## src/rtl/uart_tx_arbiter.sv

```systemverilog
// Round-robin arbiter sharing one UART transmitter among NUM_REQ packet sources.
// A grant is held for a whole packet and released on its last byte or on a gap timeout.
`timescale 1ns/1ps
module uart_tx_arbiter #(
   parameter int NUM_REQ     = 4,
   parameter int DATA_W      = 8,
   parameter int GAP_TIMEOUT = 256
) (
   input  logic                      clk,
   input  logic                      rst_n,
   input  logic [NUM_REQ-1:0]        req_valid,
   input  logic [NUM_REQ*DATA_W-1:0] req_data,
   input  logic [NUM_REQ-1:0]        req_last,
   output logic [NUM_REQ-1:0]        req_ready,
   output logic [NUM_REQ-1:0]        gnt,
   output logic                      tx_start,
   output logic [DATA_W-1:0]         tx_data,
   input  logic                      tx_done,
   output logic                      busy,
   output logic                      timeout_err
);

   localparam int IDX_W = (NUM_REQ > 1) ? $clog2(NUM_REQ) : 1;
   localparam int CNT_W = (GAP_TIMEOUT > 1) ? $clog2(GAP_TIMEOUT) : 1;

   typedef enum logic [1:0] {
      IDLE = 2'd0,
      LOCK = 2'd1,
      LOAD = 2'd2,
      WAIT = 2'd3
   } state_t;

   state_t              state_r, state_s;
   logic [IDX_W-1:0]    cur_r, cur_s;
   logic [IDX_W-1:0]    rr_ptr_r, rr_ptr_s;
   logic [CNT_W-1:0]    gap_cnt_r, gap_cnt_s;
   logic                last_q_r, last_q_s;
   logic [NUM_REQ-1:0]  gnt_s;
   logic [DATA_W-1:0]   tx_data_s;
   logic                timeout_s;

   logic                pick_found_s;
   logic [IDX_W-1:0]    pick_s;
   logic [IDX_W-1:0]    cand_s;
   logic                sel_valid_s;
   logic                sel_last_s;
   logic [DATA_W-1:0]   sel_data_s;
   logic [NUM_REQ-1:0]  cur_oh_s;

   // Round-robin search: first valid requester after rr_ptr, wrapping modulo NUM_REQ
   always_comb begin
      pick_found_s = 1'b0;
      pick_s       = {IDX_W{1'b0}};
      cand_s       = {IDX_W{1'b0}};
      for (int k = 1; k <= NUM_REQ; k++) begin
         cand_s = IDX_W'((int'(rr_ptr_r) + k) % NUM_REQ);
         if (!pick_found_s && req_valid[cand_s]) begin
            pick_found_s = 1'b1;
            pick_s       = cand_s;
         end else begin
            pick_found_s = pick_found_s;
         end
      end
   end

   // Mux out the current owner's valid/last/data and its one-hot code
   always_comb begin
      sel_valid_s = 1'b0;
      sel_last_s  = 1'b0;
      sel_data_s  = {DATA_W{1'b0}};
      cur_oh_s    = {NUM_REQ{1'b0}};
      for (int i = 0; i < NUM_REQ; i++) begin
         if (cur_r == IDX_W'(i)) begin
            sel_valid_s = req_valid[i];
            sel_last_s  = req_last[i];
            sel_data_s  = req_data[i*DATA_W +: DATA_W];
            cur_oh_s[i] = 1'b1;
         end else begin
            cur_oh_s[i] = 1'b0;
         end
      end
   end

   // Next-state logic, register updates and the combinational ready strobe
   always_comb begin
      state_s   = state_r;
      cur_s     = cur_r;
      rr_ptr_s  = rr_ptr_r;
      gap_cnt_s = gap_cnt_r;
      last_q_s  = last_q_r;
      gnt_s     = gnt;
      tx_data_s = tx_data;
      timeout_s = 1'b0;
      req_ready = {NUM_REQ{1'b0}};
      case (state_r)
         IDLE: begin
            gap_cnt_s = {CNT_W{1'b0}};
            if (pick_found_s) begin
               cur_s   = pick_s;
               gnt_s   = {{(NUM_REQ-1){1'b0}}, 1'b1} << pick_s;
               state_s = LOCK;
            end else begin
               state_s = IDLE;
            end
         end
         LOCK: begin
            if (sel_valid_s) begin
               req_ready = cur_oh_s;
               tx_data_s = sel_data_s;
               last_q_s  = sel_last_s;
               gap_cnt_s = {CNT_W{1'b0}};
               state_s   = LOAD;
            end else if (gap_cnt_r == CNT_W'(GAP_TIMEOUT - 1)) begin
               // Owner went silent mid-packet: give the transmitter to the next requester
               timeout_s = 1'b1;
               rr_ptr_s  = cur_r;
               gnt_s     = {NUM_REQ{1'b0}};
               gap_cnt_s = {CNT_W{1'b0}};
               state_s   = IDLE;
            end else begin
               gap_cnt_s = gap_cnt_r + CNT_W'(1);
            end
         end
         LOAD: begin
            state_s = WAIT;
         end
         WAIT: begin
            if (tx_done) begin
               if (last_q_r) begin
                  rr_ptr_s = cur_r;
                  gnt_s    = {NUM_REQ{1'b0}};
                  state_s  = IDLE;
               end else begin
                  state_s  = LOCK;
               end
            end else begin
               state_s = WAIT;
            end
         end
         default: begin
            state_s = IDLE;
            gnt_s   = {NUM_REQ{1'b0}};
         end
      endcase
   end

   // State and output registers; tx_start/busy are decoded from the next state
   always_ff @(posedge clk or negedge rst_n) begin
      if (!rst_n) begin
         state_r     <= IDLE;
         cur_r       <= {IDX_W{1'b0}};
         rr_ptr_r    <= IDX_W'(NUM_REQ - 1);
         gap_cnt_r   <= {CNT_W{1'b0}};
         last_q_r    <= 1'b0;
         gnt         <= {NUM_REQ{1'b0}};
         tx_data     <= {DATA_W{1'b0}};
         tx_start    <= 1'b0;
         busy        <= 1'b0;
         timeout_err <= 1'b0;
      end else begin
         state_r     <= state_s;
         cur_r       <= cur_s;
         rr_ptr_r    <= rr_ptr_s;
         gap_cnt_r   <= gap_cnt_s;
         last_q_r    <= last_q_s;
         gnt         <= gnt_s;
         tx_data     <= tx_data_s;
         tx_start    <= (state_s == LOAD);
         busy        <= (state_s != IDLE);
         timeout_err <= timeout_s;
      end
   end

endmodule

```

## config.mk

```make
export PLATFORM = sky130hd
export DESIGN_NAME = uart_tx_arbiter
export DESIGN_NICKNAME = d
export VERILOG_FILES = /design/src/rtl/uart_tx_arbiter.sv
export SDC_FILE = /design/constraint.sdc
export NUM_CORES = 1
export LEC_CHECK = 0
export ABC_AREA = 1
export CORE_ASPECT_RATIO = 0.7
export CORE_MARGIN = 2
export CORE_UTILIZATION = 53
export CTS_BUF_LIST = sky130_fd_sc_hd__clkbuf_2 sky130_fd_sc_hd__clkbuf_4 sky130_fd_sc_hd__clkbuf_8
export CTS_CLUSTER_SIZE = 10
export DETAILED_ROUTE_END_ITERATION = 12
export PLACE_DENSITY = 0.95
export RECOVER_POWER = 25
export SLEW_MARGIN = 20
export SYNTH_ARGS = -nofsm -noshare
export SYNTH_HDL_FRONTEND = slang
export SYNTH_SLANG_ARGS = --single-unit
```

## constraint.sdc

```tcl
create_clock -name clk -period 4.2 [get_ports clk]
set_input_delay 0.84 -clock clk [delete_from_list [all_inputs] [get_ports clk]]
set_output_delay 0.84 -clock clk [all_outputs]
set_load 0.05 [all_outputs]
```

==> flow_metrics.env <==
export IMPL_vias_per_cell=5.11
export IMPL_num_antenna_cells=0
export IMPL_clock_latency_ps=280
export IMPL_status="finished with violations"
export IMPL_synth_distinct_cells=35
export IMPL_switchingPower_uw=1100
export IMPL_hold_ws_ps=479
export IMPL_grtUsageTotal_pct=23.7
export IMPL_period_share_pct=89.9
export IMPL_min_period_ps=3780
export IMPL_violations="max-capacitance violations, max-slew violations"
export IMPL_cts_hold_buf=0
export IMPL_fp_row_count=19
export IMPL_synth_fp_nets=326
export IMPL_syn_area_um2=2120
export IMPL_endpoint_kind="output port"
export IMPL_layout_commonest_cell="nand2_1"
export IMPL_rsz0062_at_grt="false"
export IMPL_final_setup_worst_slack_ps=422
export IMPL_crit_path_start_kind="input port"
export IMPL_drive_gt1_share_pct=15.3
export IMPL_drt_pass1_iterations=4
export IMPL_cts_htree_levels=2
export IMPL_grt_overflow_total=0
export IMPL_nets=387
export IMPL_leakage_uw=0.00136
export IMPL_power_frac_comb_pct=62.9
export IMPL_wire_per_inst_um=12.5
export IMPL_worstMarginPinSlew_ps=1530
export IMPL_drt_iter0_drc=90
export IMPL_setup_viol_count_final=0
export IMPL_r2r_start="cur_r[0]"
export IMPL_grt_pass1_vias=2003
export IMPL_avgSynthCellArea_um2=7.63
export IMPL_worstSetupPathType="in2out"
export IMPL_design_core_area_um2=3870
export IMPL_finalHoldViolCount=0
export IMPL_tritoncts="built"
export IMPL_cp_max_fo=18
export IMPL_initial_core_util_pct=54.8
export IMPL_io_buffers=61
export IMPL_drt_total_wl_um=4900
export IMPL_switching_share_pct=51.4
export IMPL_place_hpwl_um=3940
export IMPL_vias=2005
export IMPL_max_slew_margin_pct=-1.77
export IMPL_die_w_um=79.6
export IMPL_holdPathStages=2
export IMPL_power_density_nw_per_um2=753
export IMPL_slew_viol_final=31
export IMPL_cts_sinks=30
export IMPL_p_int_uw=1040
export IMPL_place_ws_ps=451
export IMPL_hp_class="reg2reg"
export IMPL_syn_inst=278
export IMPL_clkPwrFrac_pct=13.5
export IMPL_grt_pass1_wl_um=8360
export IMPL_antenna_found_initial=0
export IMPL_cap_viol_max_count=1
export IMPL_cts_setup_buffers=0
export IMPL_clock_skew_ps=6.08
export IMPL_startpoint="req_valid[2]"
export IMPL_total_power_uw=2150
export IMPL_boundaryPins=62
export IMPL_final_cell_mix="91 x nand2_1, 60 x clkdlybuf4s50_1, 28 x dfrtp_1"
export IMPL_ir_drop_uv=364
export IMPL_required_ps=3360
export IMPL_cts_max_path_buffers=2
export IMPL_synth_warnings=0
export IMPL_tns_ps=0
export IMPL_cts_resized=0
export IMPL_die_h_um=56.9
export IMPL_yosysSeqAreaShare_pct=35.5
export IMPL_ant_nets=0
export IMPL_fmax_mhz=265
export IMPL_gp_congestion=0.902
export IMPL_hp_start="gnt[0]"
export IMPL_p_seq_share_pct=23.6
export IMPL_clock_root_buffer="clkbuf_8"
export IMPL_syn2layout_area_growth_pct=34.4
export IMPL_grt_max_degree=31
export IMPL_clk_pin_slew_ps=60
export IMPL_route_detailed_drc=0
export IMPL_die_area_um2=4530
export IMPL_r2r_cells=10
export IMPL_ys_ff_latch=30
export IMPL_arrival_ps=2940
export IMPL_numCtsBuffers=5
power groups by stage:
stage | combinational, uW | clock (uW) | sequential (uW)
global placement | 1310 | 0 | 503
global route | 1500 | 306 | 516
CTS | 1350 | 294 | 505
finish | 1350 | 290 | 507
floorplan | 934 | 0 | 608
detailed placement | 1350 | 0 | 506
cell usage after synthesis:
cell	count	area, um^2
o21ai_0	13	65.1
nor2_8	1	20.0
ha_1	5	62.6
nor3_1	6	30.0
xnor2_1	1	8.76
a31oi_1	1	6.26
buf_2	2	10.0
nor2_4	2	22.5
or2_4	1	8.76
o21ai_2	3	26.3
nand3_2	3	30.0
nand4_4	1	21.3
nor2_1	13	48.8
nand4_1	7	43.8
nand2_1	91	342
buf_6	3	33.8
nor2_2	2	12.5
nand2_2	12	75.1
nand2_4	7	78.8
dfrtp_1	28	701
inv_1	26	97.6
inv_8	1	11.3
xor2_1	4	35.0
clkbuf_1	1	3.75
o22ai_1	5	31.3
o21ai_1	2	10.0
a21oi_1	1	5.00
nand4_2	1	12.5
inv_2	5	18.8
a221oi_1	2	17.5
dfstp_2	2	52.6
nand2_8	1	20.0
nand3b_4	2	40.0
nand3_1	21	105
buf_4	2	15.0
per-layer routing:
| metal | vias to the layer above | wire length (um) | global-route usage [%] |
|---|---|---|---|
| met5 | - | 0 | 0 |
| met4 | 0 | 32 | 6.16 |
| met3 | 2 | 448 | 8.39 |
| met2 | 87 | 2230 | 39.1 |
| met1 | 901 | 2200 | 29.9 |
| li1 | 1015 | - | - |
path summary, 6_finish.rpt:
kind | end | slack [ps]
hold / removal | gnt[0] | 480
setup / recovery | req_ready[1] | 420
min in group asynchronous | gnt[3] | 1470
max in group asynchronous | gap_cnt_r[4] | 1840
hold reg to reg | gnt[0] | 480
setup reg to reg | tx_start | 2200
final cells by class:
class / count / area [um^2]
fillers: 297 / 1020
inverters: 32 / 128
well taps: 52 / 65.1
repair buffers: 62 / 614
clock buffers: 7 / 83.8
multi-input cells: 208 / 1180
flip-flops and latches: 30 / 753
clock inverters: 1 / 30.0
flip-flops by register name, indices dropped and copies added, names as in the netlist, 2 cells and up:
signal / cells
gap_cnt_r: 8
rr_ptr_r: 2
cur_r: 2
tx_data: 8
gnt: 4
state_r: 2
metrics by stage:
step,utilization [%],instance area (um^2),cells
2_1_floorplan,-,2120,278
3_3_place_gp,70.8,2740,384
3_5_place_dp,70.8,2740,384
4_1_cts,73.7,2860,392
5_1_grt,73.6,2850,392
6_report,73.6,2850,392
kinds of logic after synthesis:
| logic type | Yosys count | synth area share, % |
|---|---|---|
| AND/OR/NAND/NOR | 171 | 42.9 |
| buffers and inverters | 40 | 8.96 |
| flip-flops | 30 | 35.5 |
| AO/OA/AOI/OAI | 27 | 7.61 |
| XOR/XNOR | 5 | 2.06 |
| adder cells (fa/ha/maj) | 5 | 2.95 |
critical path, stage by stage:
cell	delay, ps
clkdlybuf4s50_1	540
inv_1	80
nand2_1	80
nand3_2	100
nand2_4	100
nand2_8	100
nor3_1	250
clkdlybuf4s50_1	860
(Power assumes the default switching activity.)
